## config.mk

```make
export PLATFORM = sky130hd
export DESIGN_NAME = uart_rx
export DESIGN_NICKNAME = d
export VERILOG_FILES = /design/src/rtl/uart_pkg.sv /design/src/rtl/uart_fifo.sv /design/src/rtl/uart_rx.sv
export SDC_FILE = /design/constraint.sdc
export NUM_CORES = 1
export LEC_CHECK = 0
export ABC_CLOCK_PERIOD_IN_PS = 3100
export CAP_MARGIN = 25
export CORE_ASPECT_RATIO = 0.9
export CORE_MARGIN = 1
export CORE_UTILIZATION = 55
export CTS_CLUSTER_SIZE = 8
export DETAILED_ROUTE_END_ITERATION = 6
export PLACE_DENSITY = 0.73
export SETUP_SLACK_MARGIN = 0.05
export SKIP_CTS_REPAIR_TIMING = 1
export SLEW_MARGIN = 15
export SYNTH_ARGS = -nofsm -noshare
export SYNTH_HDL_FRONTEND = slang
export SYNTH_HIERARCHICAL = 1
export SYNTH_SLANG_ARGS = --single-unit
```

## constraint.sdc

```tcl
create_clock -name clk_i -period 3.1 [get_ports clk_i]
set_clock_uncertainty 0.1 [all_clocks]
set_input_delay 0.465 -clock clk_i [delete_from_list [all_inputs] [get_ports clk_i]]
set_output_delay 0.465 -clock clk_i [all_outputs]
set_load 0.05 [all_outputs]
```

## src/rtl/uart_pkg.sv

```systemverilog
// uart_pkg: shared UART definitions (receiver states, data size, default oversampling)
package uart_pkg;
    localparam int DATA_SIZE      = 8;
    localparam int OVERSAMPLE_DEF = 16;
    typedef enum logic [1:0] {
        IDLE  = 2'd0,
        START = 2'd1,
        DATA  = 2'd2,
        STOP  = 2'd3
    } rx_state_t;
endpackage

```

## src/rtl/uart_fifo.sv

```systemverilog
// uart_fifo: pointer/array show-ahead FIFO, 2^PTR_W entries with one left unused to tell full from empty
module uart_fifo
    import uart_pkg::*;
#(
    parameter int PTR_W = 5,
    parameter int W     = DATA_SIZE
) (
    input  logic         clk_i,
    input  logic         rst_i,
    input  logic         push_i,
    input  logic [W-1:0] din_i,
    input  logic         pop_i,
    output logic [W-1:0] dout_o,
    output logic         full_o,
    output logic         empty_o
);
    logic [W-1:0]     queue [2**PTR_W];
    logic [PTR_W-1:0] write_ptr, read_ptr;
    logic             do_push, do_pop;
    assign empty_o = read_ptr == write_ptr;
    assign full_o  = PTR_W'(write_ptr + 1'b1) == read_ptr;
    assign dout_o  = queue[read_ptr];
    assign do_push = push_i & ~full_o;
    assign do_pop  = pop_i & ~empty_o;
    always_ff @(posedge clk_i or posedge rst_i) begin
        if (rst_i) begin
            write_ptr <= '0;
            read_ptr  <= '0;
        end else begin
            if (do_push) write_ptr <= write_ptr + 1'b1;
            if (do_pop)  read_ptr  <= read_ptr + 1'b1;
        end
    end
    // storage is deliberately left out of reset
    always_ff @(posedge clk_i) begin
        if (do_push) queue[write_ptr] <= din_i;
    end
endmodule

```

## src/rtl/uart_rx.sv

```systemverilog
// uart_rx: 8N1 UART receiver sampling on an oversampled tick, bytes queued in a show-ahead FIFO
module uart_rx
    import uart_pkg::*;
#(
    parameter int OVERSAMPLE = OVERSAMPLE_DEF,
    parameter int PTR_W      = 5
) (
    input  logic                 clk_i,
    input  logic                 rst_i,
    input  logic                 uart_sample_pulse_i,
    input  logic                 rx_i,
    input  logic                 re_i,
    output logic [DATA_SIZE-1:0] data_o,
    output logic                 full_o,
    output logic                 empty_o,
    output logic                 frame_err_o,
    output logic                 overrun_o
);
    localparam int CNT_W = $clog2(OVERSAMPLE);
    localparam logic [CNT_W-1:0] MID = CNT_W'(OVERSAMPLE / 2 - 1);
    logic [1:0]           sync;
    logic                 rx_s;
    rx_state_t            state, state_n;
    logic [CNT_W-1:0]     cnt, cnt_n;
    logic [2:0]           bit_idx, idx_n;
    logic [DATA_SIZE-1:0] sh, sh_n;
    logic                 push, ferr, ovr;
    assign rx_s = sync[1];
    always_ff @(posedge clk_i or posedge rst_i) begin
        if (rst_i) begin
            sync        <= 2'b11;
            state       <= IDLE;
            cnt         <= '0;
            bit_idx     <= '0;
            sh          <= '0;
            frame_err_o <= 1'b0;
            overrun_o   <= 1'b0;
        end else begin
            sync        <= {sync[0], rx_i};
            state       <= state_n;
            cnt         <= cnt_n;
            bit_idx     <= idx_n;
            sh          <= sh_n;
            frame_err_o <= ferr;
            overrun_o   <= ovr;
        end
    end
    always_comb begin
        state_n = state;
        cnt_n   = cnt;
        idx_n   = bit_idx;
        sh_n    = sh;
        push    = 1'b0;
        ferr    = 1'b0;
        ovr     = 1'b0;
        if (uart_sample_pulse_i) begin
            case (state)
                IDLE: begin
                    cnt_n   = '0;
                    state_n = rx_s ? IDLE : START;
                end
                START: begin
                    cnt_n = cnt + 1'b1;
                    if (cnt == MID) begin
                        cnt_n   = '0;
                        idx_n   = '0;
                        state_n = rx_s ? IDLE : DATA;
                    end
                end
                DATA: begin
                    cnt_n = cnt + 1'b1;
                    if (&cnt) begin
                        sh_n    = {rx_s, sh[DATA_SIZE-1:1]};
                        idx_n   = bit_idx + 1'b1;
                        state_n = bit_idx == 3'd7 ? STOP : DATA;
                    end
                end
                STOP: begin
                    cnt_n = cnt + 1'b1;
                    // leave at mid stop bit so a back-to-back start edge is not missed
                    if (&cnt) begin
                        state_n = IDLE;
                        push    = rx_s & ~full_o;
                        ovr     = rx_s & full_o;
                        ferr    = ~rx_s;
                    end
                end
                default: state_n = IDLE;
            endcase
        end
    end
    uart_fifo #(.PTR_W(PTR_W), .W(DATA_SIZE)) u_fifo (
        .clk_i   (clk_i),
        .rst_i   (rst_i),
        .push_i  (push),
        .din_i   (sh),
        .pop_i   (re_i),
        .dout_o  (data_o),
        .full_o  (full_o),
        .empty_o (empty_o)
    );
endmodule
```

Yosys cells after proc, flatten, opt, wreduce, memory -nomap -nowiden
Memories as Yosys holds them, arrays and structs flattened. Index checks and enable logic that the tools add are counted.

Register bits after elaboration: 31. RAM bits: 256. Bits of input ports: 5. Logic and storage cells: 61. Memories: 1.

$add $sub $neg: 4. Equality and inequality tests: 10. Mux-type cells: 23. Bitwise gates (word level): 7. Reductions and logical operators: 7.

Memory list: u_fifo.queue (depth 32, width 8, rd ports 1, clocked after Yosys merged registers in 0, write ports 1, RTL line uart_fifo.sv:17) `logic [W-1:0] queue [2**PTR_W];`.

Operators with widths (number): $mux W1 (13); $pmux W4 S3 (1); $reduce_and A4 Y1 (3); $add A5 B1 Y5 const B (2); $eq A5 B5 Y1 (2); $mux W2 (4); $pmux W2 S4 (1); $mux W3 (2); $ne A2 B2 Y1 const B (3); $pmux W3 S2 (1); $reduce_and A6 Y1 (1); $add A4 B1 Y4 const B (1); $and A1 B1 Y1 (4); $eq A2 B2 Y1 const B (2); $eq A4 B3 Y1 const B (1); $mux W4 (1); $add A3 B1 Y3 const B (1); $eq A3 B3 Y1 const B (1); $not A1 Y1 (3); $eq A2 B1 Y1 const B (1); $logic_not A2 Y1 (1); $reduce_bool A2 Y1 (1); $reduce_or A2 Y1 (1).

Depth between registers and ports, before layout
Depth after elaboration: 10. Depth in mapped cells: 10.

Cells and area by module
The synthesis kept the hierarchy.

Modules (own cells, without submodules): uart_fifo (instances 1, cells an instance 639, area each 10760.3 um^2, seq. area each 7937.6 um^2); uart_rx (instances 1, cells an instance 88, area each 999.7 um^2, seq. area each 528.0 um^2).

Worst setup path before layout
No wires, ideal clock.

Path type: register to register. From: register u_fifo.write_ptr[0]. To: memory u_fifo/queue[11][0] in the netlist's numbering (enable). Library setup time: 0.370 ns. Arrival: 3.220 ns. Data required time: 2.630 ns. Setup slack: -0.590 ns. Cell stages (with the launch flop): 11. Path buffers: 1. Period minus slack after synthesis: 3.690 ns. Cells stage by stage: dfrtp_1 > inv_1 > ha_1 > xnor2_1 > nand3_1 > or3_4 > inv_1 > nor3_1 > o311ai_2 > buf_4 > nor2_1.

Cells in the longest elaborated chain, start to end: 10.

Ends and longest elaborated chain: start, declared (RTL line uart_fifo.sv:18) `logic [PTR_W-1:0] write_ptr, read_ptr;`; start signal, assigned (RTL line uart_fifo.sv:30) `if (do_push) write_ptr <= write_ptr + 1'b1;`; $add A5 B1 Y5 (RTL line uart_fifo.sv:21) `assign full_o = PTR_W'(write_ptr + 1'b1) == read_ptr;`; $eq A5 B5 Y1 (RTL line uart_fifo.sv:21); named net full_o (RTL line uart_rx.sv:14) `output logic full_o,`; $not A1 Y1 (RTL line uart_rx.sv:83) `push = rx_s & ~full_o;`; $and A1 B1 Y1 (RTL line uart_rx.sv:83); $mux W1 (RTL line uart_rx.sv:81) `if (&cnt) begin`; $mux W1 (RTL line uart_rx.sv:57) `case (state)`; $mux W1 (RTL line uart_rx.sv:56) `if (uart_sample_pulse_i) begin`; named net push (RTL line uart_rx.sv:27) `logic push, ferr, ovr;`; $and A1 B1 Y1 (RTL line uart_fifo.sv:23) `assign do_push = push_i & ~full_o;`; $mux W1 (RTL line uart_fifo.sv:36) `if (do_push) queue[write_ptr] <= din_i;`; $mux W1 (not written as such) (RTL line uart_fifo.sv:36); end, declared (RTL line uart_fifo.sv:17).

The timed path passes the listed nets, and every way through them passes these cells.

Worst setup path in the final report
From: register u_fifo.read_ptr[0]. To: output data_o[7].

Cells in the longest elaborated chain, start to end: 1.

Ends and longest elaborated chain: start, declared (RTL line uart_fifo.sv:18); start signal, assigned (RTL line uart_fifo.sv:31) `if (do_pop) read_ptr <= read_ptr + 1'b1;`; $mem_v2 Z32 W8; end, declared (RTL line uart_rx.sv:13) `output logic [DATA_SIZE-1:0] data_o,`.

Every way passes these cells.

==> out/qor.yml <==
required_ps: 2530
min_path_type: "input pin to asynchronous set/reset pin"
dr.pass1.iters: 5
detail-route-antenna-nets: 0
vias_per_cell: 6.11
ys_warn_count: 6
synth-edff-count: 256
crit_buf_inv: 2
seq_area_frac_synth_pct: 72.0
worst_ep_arrival_time_ps: 2620
synth_flop_cell: "edfxtp_1"
switching_share_pct: 32.3
routed-via-count: 6921
cts_tree: "yes"
drive_gt1_share_pct: 23.0
fillCellCount: 1425
final.setup.worst_slack_ps: -87.4
grt_pass1_wl_mm: 40.0
max_freq_ghz: 0.314
ir_drop_uv: 517
status: "finished with violations"
syn_nets: 740
grt_pass1_vias: 6701
synthArstFlopShare_pct: 10.8
synth_top_area_share_pct: 65.4
path_class: "register to primary output"
p_switching_mw: 4.08
path_max_fanout: 9
final_hold_viol_count: 0
maxCapViolCount: 0
syn_area_sq_mm: 0.0118
place_congestion: 0.874
synth_commonest_cells: "edfxtp_1, mux2i_1, a22oi_1, nor2_1, nand3_1"
fin_tns_setup_ps: -181
wl_per_cell_um: 24.2
track_usage_pct: 24.9
fin_crit_ps: 3190
synth.distinct_cells: 49
netlist_instances: 727
critPathMaxStageDelay_ps: 540
clkPwrFrac_pct: 31.2
io_pins: 17
relSlewSlack_pct: 43.1
start_util_pct: 56.3
critPathCaptureType: "primary output"
violations: "negative setup slack"
cts_root_buffer: "clkbuf_16"
synth_area_per_cell_sq_um: 16.2
p_leak_nw: 5.14
ys_ff_latch: 287
coreArea_sq_mm: 0.0209
critPathLaunchType: "register"
multiInputGateArea_sq_mm: 0.00319
cpMaxStageDelayCell: "dfrtp_2"
gr-total-overflow: 0
antenna_found_initial: 0
clock_path_buffers: 3
finalCritPeriodShare_pct: 103
die_h_um: 141
floorplan.die_area_sq_mm: 0.0220
area_growth_pct: 20.7
drt_wl_total_mm: 27.4
cts-buffers-inserted: 41
seq_area_sq_mm: 0.00848
nets: 845
slew_viol_final: 0
preCtsSetupSlack_ps: 57.2
rsz0062_at_grt: "yes"
cts-htree-levels: 2
clk_pin_slew_ps: 50
yosysMostFrequentCell: "edfxtp_1"
finalSetupViolCount: 3
p_per_area_mw_per_mm2: 889
clock_latency_ps: 530
seq_power_share_pct: 36.1
drt_iter0_markers: 767
worst_pin_slew_ps: 853
grt_start_max_net_pins: 45
synthTopCellsByArea: "edfxtp_1, mux2i_1, dfrtp_1, a22oi_1, nand3_1"
p_int_mw: 8.54
core.rowCount: 50
crit_path_cell_trace: "nand2_2 -> a211oi_1 -> a2111oi_1 -> buf_4 -> a31oi_1 -> nand3_1 -> buf_12"
synth_top_area_cell: "edfxtp_1"
critPathTopFamily: "compound AO/OA/AOI/OAI gates"
die_x_um: 156
cts.sinks: 287
pwr-share-comb_pct: 32.7
route.detailed.drc: 0
port_buffers: 16
diodes: 0
post-dp-hpwl_mm: 16.4
stage by stage:
stage	instances	cell area, sq um	power (mW)	hold WS, ps	utilization (%)
final	1133	14200	12.6	156	67.9
after global routing	1133	14200	13.0	198	67.9
after CTS	1113	13800	12.1	163	66.2
after detailed placement	1055	12700	8.15	262	60.9
after global placement	1055	12700	8.10	246	60.9
after floorplan	727	11800	6.82	205	-
cell families (layout without fill, tap and decap cells):
family	Yosys count	after routing	synth area share, %
AND/OR/NAND/NOR	131	132	5.99
adder cells (fa/ha/maj)	8	8	0.851
multiplexers	132	132	11.3
flip-flops	287	287	72.0
buffers and inverters	51	170	2.14
AO/OA/AOI/OAI	100	100	6.17
XOR/XNOR	18	18	1.52
layout by cell type (no fill, tap or decap), types with 3 or more instances in the layout:
master,instances
xor2_1,5
a22o_1,7
ha_1,8
or3b_2,3
a211oi_1,5
buf_6,3
nand3b_1,3
inv_1,11
mux2_2,8
nand3_1,29
a31oi_1,6
nor2_1,38
nand4_1,4
mux2i_2,6
mux2i_1,116
buf_4,75
edfxtp_1,256
a2111oi_2,3
buf_12,11
clkdlybuf4s50_1,6
dfrtp_2,5
a2111oi_1,4
clkbuf_16,44
clkbuf_1,14
nor2b_1,9
a22oi_1,37
a21oi_1,15
dfrtp_1,23
xnor2_1,11
a22oi_2,4
a221oi_1,3
o21ai_0,5
nand2_1,17
nand3_4,3
nand2b_1,3
state kept, by name, summed over array words and instances (netlist names), named ones only:
register,count
u_fifo/queue,256
sh,8
u_fifo/read_ptr,5
u_fifo/write_ptr,5
cnt,4
bit_idx,3
sync,2
frame_err_o,1
overrun_o,1
state,1
worst reg2reg max path: stages (launching register included):
cell and delay (ps):
dfrtp_2 420, ha_1 240, nand3_1 110, xnor2_1 350, or3_4 210, inv_1 100, nor3_4 210, o311ai_2 270
buf_4 280, nor2_1 140, buf_4 190
power by group through the flow:
stage                     Combinational (mW)  Sequential [mW]  Clock [mW]
after global routing                    4.32             4.56        4.15
after global placement                  3.47             4.63           0
after CTS                               3.53             4.57        3.99
after detailed placement                3.51             4.64           0
final                                   4.13             4.55        3.94
after floorplan                         2.37             4.45           0
layout make-up:
cell class	count	share of cell area (%)
clock buffers	55	7.60
well taps	286	2.52
repair buffers	101	7.18
flip-flops and latches	287	59.7
clock inverters	3	0.264
inverters	11	0.291
multi-input cells	390	22.4
per-layer routing:
layer  part of all wire (%)  GRT usage (%)
met3                    9.3           5.13
met4                    2.8           9.34
met1                     41           35.3
met5                      0              0
met2                     47           38.4
worst paths after layout:
kind	from	endpoint	cells past startpoint	slack, ps
worst max-delay path	u_fifo/read_ptr[0]$_DFFE_PP0P_	data_o[7]	7	-90
worst min-delay path	rst_i	u_fifo/read_ptr[3]$_DFFE_PP0P_	2	160
worst max register to register	u_fifo/write_ptr[0]$_DFFE_PP0P_	u_fifo/queue[7][2]$_DFFE_PP_	10	190
worst min register to register	sync[0]$_DFF_PP1_	sync[1]$_DFF_PP1_	0	270
max in group asynchronous	rst_i	sh[7]$_DFFE_PP0P_	2	2060
min in group clk_i	rx_i	sync[0]$_DFF_PP1_	1	250
Note: power is estimated with default switching activity, not from simulation.
==> variant 1 (same settings) <==
Change the package constant `DATA_SIZE` from 8 to 16.
--- a/src/rtl/uart_pkg.sv
+++ b/src/rtl/uart_pkg.sv
@@ -2,3 +2,3 @@
 package uart_pkg;
-    localparam int DATA_SIZE      = 8;
+    localparam int DATA_SIZE      = 16;
     localparam int OVERSAMPLE_DEF = 16;
Ports: changed (resized data_o); port bits go from 17 to 25. No check against the original RTL was run, so the function may have changed too.
==> variant 1 against the original RTL <==
- the run ends with DRC, setup timing left
- clock power increased by 89%
- area after synthesis increased by 86%
- power increased by 88%
- design area increased by 90%
- maximum frequency decreased by 1.0%
- critical endpoint is now data_o[5]
- largest cell class unchanged
- synthesized cell count increased by 72%
- sequential cell count increased by 264
- wire length increased by 95%
- critical path depth increased by 1
- setup slack got worse by 0.033 ns
==> variant 1: results <==
[timing]
finalSetupViolCount = 14
worst_slack_ns = -0.1209

[detailed_routing]
drc = 1
vias_per_cell = 6.266
wl_per_cell_um = 27.14
met1Wirelength_um = 21470
drt_iter0_markers = 1439

[run_status]
status = finished, violations left
violations = DRC, setup timing

[finish]
drive_above_1_share_pct = 25.62
top_regs = u_fifo/queue x512, sh x16
final_net_count = 1437

[cts]
htree_levels = 3
cts_made_buffers = 78
insertion_delay_ns = 0.58

[logic_synthesis]
ys_top_cells_by_count = edfxtp_1 (512), mux2i_1 (257), a22oi_1 (129), nand3_1 (68), nor2_1 (42)
async_flop_share_pct = 7.078
yosysSeqAreaShare_pct = 74.75

[setup_path]
reg2reg_slack_ns = 0.16
crit_arrival_ns = 2.66
slowest_delay_ns = 0.50
worstRegToRegCells = 12

[placement]
dp_hpwl_um = 30600

[global_route]
grtUsageMet3_pct = 4.584
antenna_found_initial = 3
grt_pass1_wl_um = 73780

[power]
clk-power_w = 0.00745
==> variant 1: cell types whose count changed after synthesis, moves of 10 or more <==
cell and change:
nand4_1 +14, nand3_1 +37, mux2i_1 +135, a22oi_1 +88, buf_2 +12, mux2_4 +10, edfxtp_1 +256, clkbuf_1 +14
nand2_1 -12, a21oi_1 -13
==> variant 1: metrics by stage <==
stage               hold slack, ns  setup TNS (ns)  std cells  power [W]
finish                      0.1010         -0.7604       1974    0.02370
global route                0.1558          -1.489       1973    0.02433
floorplan                   0.2050          -43.32       1247    0.01250
detailed placement          0.2490               0       1823    0.01516
global placement            0.2460               0       1821    0.01509
CTS                        0.09007          -3.816       1927    0.02259
==> variant 1: final cells by class <==
type                    instances  area, µm²
flip-flops and latches        551      16360
fillers                      2397      11860
multi-input cells             612       5663
repair buffers                172       2115
clock buffers                 100       2056
well taps                     525      656.9
clock inverters                 4      50.05
inverters                       9      37.54
diodes                          1      2.502
==> variant 2 (config.mk and constraints unchanged) <==
Without the edit above. The 4 states of `rx_state_t` get a one-hot encoding in 4 bits.
--- a/src/rtl/uart_pkg.sv
+++ b/src/rtl/uart_pkg.sv
@@ -4,7 +4,7 @@
     localparam int OVERSAMPLE_DEF = 16;
-    typedef enum logic [1:0] {
-        IDLE  = 2'd0,
-        START = 2'd1,
-        DATA  = 2'd2,
-        STOP  = 2'd3
+    typedef enum logic [3:0] {
+        IDLE  = 4'b0001,
+        START = 4'b0010,
+        DATA  = 4'b0100,
+        STOP  = 4'b1000
     } rx_state_t;
Formal check against the unedited RTL: same outputs for any inputs over 10 cycles, from zero or initial values and one cycle with rst_i high; not proved beyond that.
==> variant 2 against the original RTL <==
- sequential share of layout area down 1.8 points
- combinational power grew 11%
- sequential cell count grew 2
- power rose by 2.9%
- wire length up 0.66%
- area after synthesis grew 1.9%
- setup slack better by 0.098 ns
- design area rose by 3.7%
- critical path type unchanged
- largest cell class unchanged
- largest power group is now combinational logic
==> variant 2: results <==
[run_status]
status = completed

[setup_path]
slowest_delay_ns = 0.51
crit_arrival_ns = 2.52
crit_fanout = 13
worstRegToRegCells = 11
rr_endpoint = u_fifo/queue[19][2]
cpLargestDelayFamily = buffers and inverters
critPathSlowestCell = dfrtp_4
reg2reg_slack_ns = 0.21

[logic_synthesis]
async_flop_share_pct = 11.42
muxShareOfSynthArea_pct = 11.40
synth_ff_type = edfxtp_1
synth_compound_area_share_pct = 6.591
synth.distinct_cells = 60
synth_xor_area_share_pct = 1.494
yosys-top-cells-area = edfxtp_1 (64%), mux2i_1 (10%), dfrtp_1 (6.3%)
syn_nets = 752
yosysSeqAreaShare_pct = 71.10
synthAdderAreaFrac_pct = 0.8356
ys_top_cells_by_count = edfxtp_1 (256), mux2i_1 (121), a22oi_1 (41), nor2_1 (40), nand3_1 (32)

[global_route]
grt_usage_pct = 24.57
grt_pass1_vias = 6946
grt_pass1_wl_um = 39920
met2_usage_pct = 38.80
met1_usage_pct = 33.91
grtUsageMet3_pct = 4.781
antenna_found_initial = 0
grt_max_degree = 52

[detailed_routing]
route.met3.wl_um = 1945
wl_met2_um = 13580
wl_per_cell_um = 24.09
vias_per_cell = 6.108
drt_pre_antenna_iters = 5
met1Wirelength_um = 11480
drt_iter0_markers = 748

[timing]
period_needed_ns = 3.089
setup_tns_ns = 0
maxSlewHeadroom_pct = 44.14

[power]
leakagePower_nw = 6.001
vdd_drop_max_v = 0.0006479

[placement]
gp_congestion = 0.8665
placement.cell_area_mm2 = 0.01290
dp_hpwl_um = 15850
portBuffers = 16
pre_cts_slack_ns = -0.05534

[finish]
post-route-util_pct = 69.83
final_net_count = 859
fillers = 1348
drive_above_1_share_pct = 26.71
n_antenna_cell = 0

[hold_path]
hp-class = primary input to async pin

[cts]
cts_made_buffers = 42
[variant 2: cell count changes after synthesis, sizes merged, moves of 4 or more]
cell	delta
a21oi	-5
a22o	+5
inv	-4
nand2	+5
o21ai	+5
[variant 2: through the flow]
step                      hold WS, ns  total power (W)  instances
final                          0.1674          0.01298       1147
after floorplan                0.2052         0.006763        739
after CTS                      0.1698          0.01204       1122
after global routing           0.2112          0.01343       1147
after detailed placement       0.2487         0.008057       1063
after global placement         0.2497         0.008006       1063
[variant 2: worst max-delay path by stage]
| stage | from | endpoint | slack, ns | depth (start not counted) |
|---|---|---|---|---|
| 2_1_floorplan | u_fifo/write_ptr[0] | u_fifo/queue[11][0] | 0.09 | 10 |
| 3_3_place_gp | u_fifo/read_ptr[1] | data_o[1] | -0.13 | 7 |
| 3_5_place_dp | u_fifo/read_ptr[1] | data_o[1] | -0.06 | 7 |
| 4_1_cts | u_fifo/read_ptr[1] | data_o[1] | -0.61 | 7 |
| 5_1_grt | u_fifo/read_ptr[1] | data_o[3] | -0.05 | 8 |
| 6_report | u_fifo/read_ptr[1] | data_o[3] | 0.01 | 8 |
[variant 2: cell type report]
type	instances	area share, %
inverter	7	0.2040
tap	286	2.431
clock inverter	2	0.1190
timing repair buffer	104	7.538
clock buffer	57	7.665
multi-input combinational	402	24.14
sequential	289	57.91
[variant 2: power by group]
| part | switching [W] | internal, W | leakage (nW) | total [W] |
|---|---|---|---|---|
| combinational | 0.00252 | 0.00209 | 2.03 | 0.00460 |
| clock | 0.00148 | 0.00249 | 0.555 | 0.00397 |
| sequential | 0.000145 | 0.00426 | 3.41 | 0.00440 |
[variant 2: kinds of logic after synthesis]
group,after synthesis
compound gates,106
simple gates,138
buf+inv,48
mux,132
fa+ha+maj,8
xor+xnor,18
flops,289
